===== config.mk =====
export PLATFORM = sky130hd
export DESIGN_NAME = seq_restoring_div
export DESIGN_NICKNAME = d
export VERILOG_FILES = /design/src/rtl/seq_restoring_div.sv
export SDC_FILE = /design/constraint.sdc
export NUM_CORES = 1
export LEC_CHECK = 0
export CAP_MARGIN = 30
export CELL_PAD_IN_SITES_DETAIL_PLACEMENT = 0
export CELL_PAD_IN_SITES_GLOBAL_PLACEMENT = 1
export CORE_MARGIN = 2
export CORE_UTILIZATION = 42
export CTS_CLUSTER_SIZE = 20
export DETAILED_ROUTE_END_ITERATION = 10
export PLACE_DENSITY_LB_ADDON = 0.1
export SLEW_MARGIN = 25
export SYNTH_ARGS = -nofsm -noshare
export SYNTH_HDL_FRONTEND = slang
export SYNTH_SLANG_ARGS = --single-unit

===== constraint.sdc =====
create_clock -name clk -period 2.8 [get_ports clk]
set_input_delay 0.56 -clock clk [delete_from_list [all_inputs] [get_ports clk]]
set_output_delay 0.56 -clock clk [all_outputs]
set_load 0.03 [all_outputs]

===== src/rtl/seq_restoring_div.sv =====
// Iterative unsigned restoring divider: one quotient bit per clock, start/busy/done handshake.
// Define DIV_BCD_OUT_EN to add a double-dabble stage that also presents the results as packed BCD.
module seq_restoring_div #(
  parameter int unsigned W          = 8,
  parameter int unsigned BCD_DIGITS = 3
) (
  input  logic                    clk,
  input  logic                    rst,
  input  logic                    start,
  input  logic [W-1:0]            dividend,
  input  logic [W-1:0]            divisor,
  output logic                    busy,
  output logic                    done,
  output logic [W-1:0]            quotient,
  output logic [W-1:0]            remainder,
`ifdef DIV_BCD_OUT_EN
  output logic [4*BCD_DIGITS-1:0] q_bcd,
  output logic [4*BCD_DIGITS-1:0] r_bcd,
`endif
  output logic                    div_zero
);

  localparam int unsigned CW = (W > 2) ? $clog2(W) : 1;
  localparam logic [CW-1:0] CntLoad = CW'(W - 1);

  typedef enum logic [1:0] {StIdle, StDiv, StConv, StFin} state_e;

`ifdef DIV_BCD_OUT_EN
  localparam state_e StAfterDiv = StConv;
`else
  localparam state_e StAfterDiv = StFin;
`endif

  state_e          state_q, state_d;
  logic [CW-1:0]   cnt_q;
  logic [W-1:0]    b_q;
  logic [W:0]      p_q;
  logic [W-1:0]    q_q;
  logic            zero_q;
  logic            done_q;
  logic [W-1:0]    quotient_q, remainder_q;
  logic            div_zero_q;
  logic [W:0]      trial;
  logic            accept;

  // The done cycle is already back in IDLE, so a start held across it must wait one more cycle.
  assign accept = (state_q == StIdle) && start && !done_q;
  assign trial  = {p_q[W-1:0], q_q[W-1]} - {1'b0, b_q};

  always_ff @(posedge clk or posedge rst) begin
    if (rst) begin
      state_q <= StIdle;
    end else begin
      state_q <= state_d;
    end
  end

  always_comb begin
    state_d = state_q;
    unique case (state_q)
      StIdle: if (accept) state_d = StDiv;
      // A zero divisor is detected on the captured operand and skips all iterations.
      StDiv:  if (b_q == '0 || cnt_q == '0) state_d = StAfterDiv;
      StConv: if (cnt_q == '0) state_d = StFin;
      StFin:  state_d = StIdle;
      default: state_d = StIdle;
    endcase
  end

`ifdef DIV_BCD_OUT_EN
  logic [4*BCD_DIGITS-1:0] qb_q, rb_q, q_bcd_q, r_bcd_q;

  function automatic logic [4*BCD_DIGITS-1:0] dd_step(input logic [4*BCD_DIGITS-1:0] bcd,
                                                      input logic bit_in);
    logic [4*BCD_DIGITS-1:0] b;
    b = bcd;
    for (int i = 0; i < int'(BCD_DIGITS); i++) begin
      if (b[4*i+:4] >= 4'd5) b[4*i+:4] = b[4*i+:4] + 4'd3;
    end
    return {b[4*BCD_DIGITS-2:0], bit_in};
  endfunction

  always_ff @(posedge clk or posedge rst) begin
    if (rst) begin
      qb_q    <= '0;
      rb_q    <= '0;
      q_bcd_q <= '0;
      r_bcd_q <= '0;
    end else begin
      unique case (state_q)
        StIdle: begin
          if (accept) begin
            qb_q <= '0;
            rb_q <= '0;
          end
        end
        StConv: begin
          qb_q <= dd_step(qb_q, q_q[cnt_q]);
          rb_q <= dd_step(rb_q, p_q[cnt_q]);
        end
        StFin: begin
          q_bcd_q <= zero_q ? {BCD_DIGITS{4'h9}} : qb_q;
          r_bcd_q <= rb_q;
        end
        default: ;
      endcase
    end
  end

  assign q_bcd = q_bcd_q;
  assign r_bcd = r_bcd_q;
`endif

  always_ff @(posedge clk or posedge rst) begin
    if (rst) begin
      cnt_q       <= '0;
      b_q         <= '0;
      p_q         <= '0;
      q_q         <= '0;
      zero_q      <= 1'b0;
      done_q      <= 1'b0;
      quotient_q  <= '0;
      remainder_q <= '0;
      div_zero_q  <= 1'b0;
    end else begin
      done_q <= 1'b0;
      unique case (state_q)
        StIdle: begin
          if (accept) begin
            b_q    <= divisor;
            p_q    <= '0;
            q_q    <= dividend;
            cnt_q  <= CntLoad;
            zero_q <= 1'b0;
          end
        end
        StDiv: begin
          if (b_q == '0) begin
            p_q    <= {1'b0, q_q};
            q_q    <= '1;
            zero_q <= 1'b1;
            cnt_q  <= CntLoad;
          end else begin
            if (!trial[W]) begin
              p_q <= trial;
              q_q <= {q_q[W-2:0], 1'b1};
            end else begin
              p_q <= {p_q[W-1:0], q_q[W-1]};
              q_q <= {q_q[W-2:0], 1'b0};
            end
            // Reload on the last iteration so the conversion stage starts with a full count.
            cnt_q <= (cnt_q == '0) ? CntLoad : cnt_q - 1'b1;
          end
        end
        StConv: cnt_q <= cnt_q - 1'b1;
        StFin: begin
          done_q      <= 1'b1;
          quotient_q  <= q_q;
          remainder_q <= p_q[W-1:0];
          div_zero_q  <= zero_q;
        end
        default: ;
      endcase
    end
  end

  assign busy      = (state_q != StIdle);
  assign done      = done_q;
  assign quotient  = quotient_q;
  assign remainder = remainder_q;
  assign div_zero  = div_zero_q;

endmodule


==> results.yml <==
yosys:
  yosys-top-cells-count: "48 x dfrtp_1, 32 x nand2_1, 26 x a21oi_1"
  yosys.area.top_type: "dfrtp_1"
  synth.distinct_cells: 46
  synth-async-reset-ratio: 1.00
  synth-xor-area-share: 0.0130
  synth_area_um2: 2690
  synth-simple-area-share: 0.104
  ys_warn_count: 0
  yosys.area_share.adder: 0.0773
  syn-num-nets: 304
  synth_edf_count: 0
  syn_inst: 269
  yosys_most_used_dff: "dfrtp_1"
  syn_avg_cell_area_um2: 9.99
  synth-seq-cells: 48
  synthMuxAreaShare: 0.107
  ys_seq_area_frac: 0.447
  synth_top_family_by_area: "compound AO/OA/AOI/OAI gates"
  synth_most_common_cell: "dfrtp_1"
  yosysTopAreaCellShare: 0.447
  synthTopCellsByArea: "dfrtp_1 45%, mux2_2 7.1%, ha_1 7.0%"
  synth-compound-area-share: 0.206
clocking:
  cts_made_buffers: 5
  clkTransAtPathRegs_ps: 90
  post_cts_buffers: 0
  ctsResizeCount: 0
  cts_hold_buf: 0
  cts_sinks: 48
  clk_latency_ps: 300
  cts_root_buffer: "clkbuf_8"
  clock_path_buffers: 2
  htree_num_levels: 2
  cts_tree: "built"
timing:
  tns_ps: 0
  hold_violations: 0
  period_share: 0.943
  fin_skew_ps: 5.63
  fmax_mhz: 379
  final-setup-viol-count: 0
  setup_slack_ps: 161
  max_slew_margin: 0.416
  layout_min_cycle_time_ps: 2640
  rsz0062_at_grt: "false"
  worst_slew_pin_slew_ps: 876
  drv_slew: 0
setup_path:
  cp_data_required_time_ps: 3020
  cp-start-kind: "flop"
  crit_arrival_ps: 2860
  path_max_fanout: 7
  worst_setup_path_end_kind: "flop"
  path_class: "reg -> reg"
drt:
  routed_wl_mm: 6.12
  via_count: 2072
  wire_per_inst_um: 15.9
  detail-route-antenna-nets: 0
  via_per_inst: 5.38
  drcViolationCount: 0
  first_iter_violations: 123
  drt_pass1_iterations: 4
floorplanning:
  chipHeight_um: 84.0
  fp.dieArea_um2: 7060
  num_io_pins: 38
  core.rowCount: 29
  die_w_um: 84.0
  placeableCoreArea_um2: 6280
  initial_core_util: 0.428
global_routing:
  gr-usage-met3: 0.0346
  grt_pass1_vias: 2097
  busiest_layer: "met2"
  grt.overflow.total: 0
  track_usage: 0.185
  grt_max_degree: 25
  grt_pass1_wl_mm: 10.4
  use_met1: 0.252
  antenna_found_initial: 0
  use_met2: 0.303
placement:
  place_ws_ps: 165
  hpwl_mm: 4.63
  place_inst: 378
  io_buffers: 37
  globalplace.congestion: 0.864
status:
  outcome: "completed"
power:
  powerDensity_nw_per_um2: 1380
  max-vdd-ir-drop_v: 0.000796
  leakage_nw: 1.47
flow_run:
  max_cap_viol_count: 0
final_layout:
  drive_gt1_frac: 0.136
  instances_no_fill: 385
  fillCellCount: 608
  area_growth_syn_to_layout_pct: 22.1
  num_antenna_cells: 0
  nNetsFinal: 343
worst_hold_path:
  hp-class: "reg -> reg"
flip-flops by register name, indices dropped and copies added (netlist names):
name	cells
remainder	8
cnt_q	3
state_q	2
p_q	8
quotient	8
b_q	8
q_q	8
zero_q	1
done	1
div_zero	1
final timing paths:
check,from,endpoint,slack (ps),depth (start not counted)
max,q_q[7],p_q[2],160,10
min,zero_q,zero_q,500,2
max reg2reg,q_q[7],p_q[2],160,10
min reg2reg,zero_q,zero_q,500,2
max in group asynchronous,rst,q_q[2],1630,3
min in group asynchronous,rst,quotient[5],600,2
metal layers:
metal	routed length, um	up-vias
li1	-	1026
met1	2950	1005
met2	2880	34
met3	196	7
met4	91	0
met5	0	-
placed cells by master (no fill, tap or decap), types with 2 or more instances in the layout:
cell type,instances
clkdlybuf4s50_1,37
o2111ai_1,2
clkbuf_8,5
a21oi_2,2
nor2b_1,3
nand2b_1,2
xor2_1,4
bufinv_16,2
nor4_1,3
buf_4,7
a22oi_1,5
o211ai_1,2
nor2_1,14
o21a_1,2
a221o_1,2
o21ai_1,10
o21ai_0,17
mux2_2,17
nand2_1,32
inv_1,17
a22oi_2,2
a211oi_1,3
ha_1,15
mux2i_1,7
a21oi_1,26
dfrtp_1,48
stage by stage:
step / cell area (um2) / hold WS, ps / util / total power [mW]
floorplan: 2690 / 457 / - / 3.20
global placement: 3150 / 475 / 0.502 / 3.94
detailed placement: 3150 / 486 / 0.502 / 3.96
CTS: 3280 / 508 / 0.523 / 4.56
global route: 3280 / 533 / 0.523 / 4.89
finish: 3280 / 503 / 0.523 / 4.51
kinds of logic after synthesis:
logic type               count (synthesis)
XOR/XNOR                                 4
multiplexers                            26
AO/OA/AOI/OAI                           83
flip-flops                              48
AND/OR/NAND/NOR                         62
adder cells (fa/ha/maj)                 16
buffers and inverters                   30
final cells by class:
| class | count | area [um2] | share of cell area |
|---|---|---|---|
| Clock buffer | 5 | 68.8 | 0.0210 |
| Clock inverter | 2 | 60.1 | 0.0183 |
| Inverter | 18 | 67.6 | 0.0206 |
| Multi-Input combinational cell | 191 | 1370 | 0.416 |
| Sequential cell | 48 | 1200 | 0.366 |
| Tap cell | 77 | 96.3 | 0.0294 |
| Timing Repair Buffer | 44 | 423 | 0.129 |
critical path: stages, from the launching register on:
cell and delay [ps]:
dfrtp_1 410, inv_1 80, ha_1 150, inv_1 50
fa_1 430, a211oi_4 280, o211ai_1 130, a221o_1 490
buf_4 230, mux2i_1 120, a22oi_1 190
power breakdown:
part	internal [mW]	switching [mW]
logic	1.16	1.49
clock network	0.352	0.240
registers	1.02	0.252
Power figures use the tool's default switching activity.
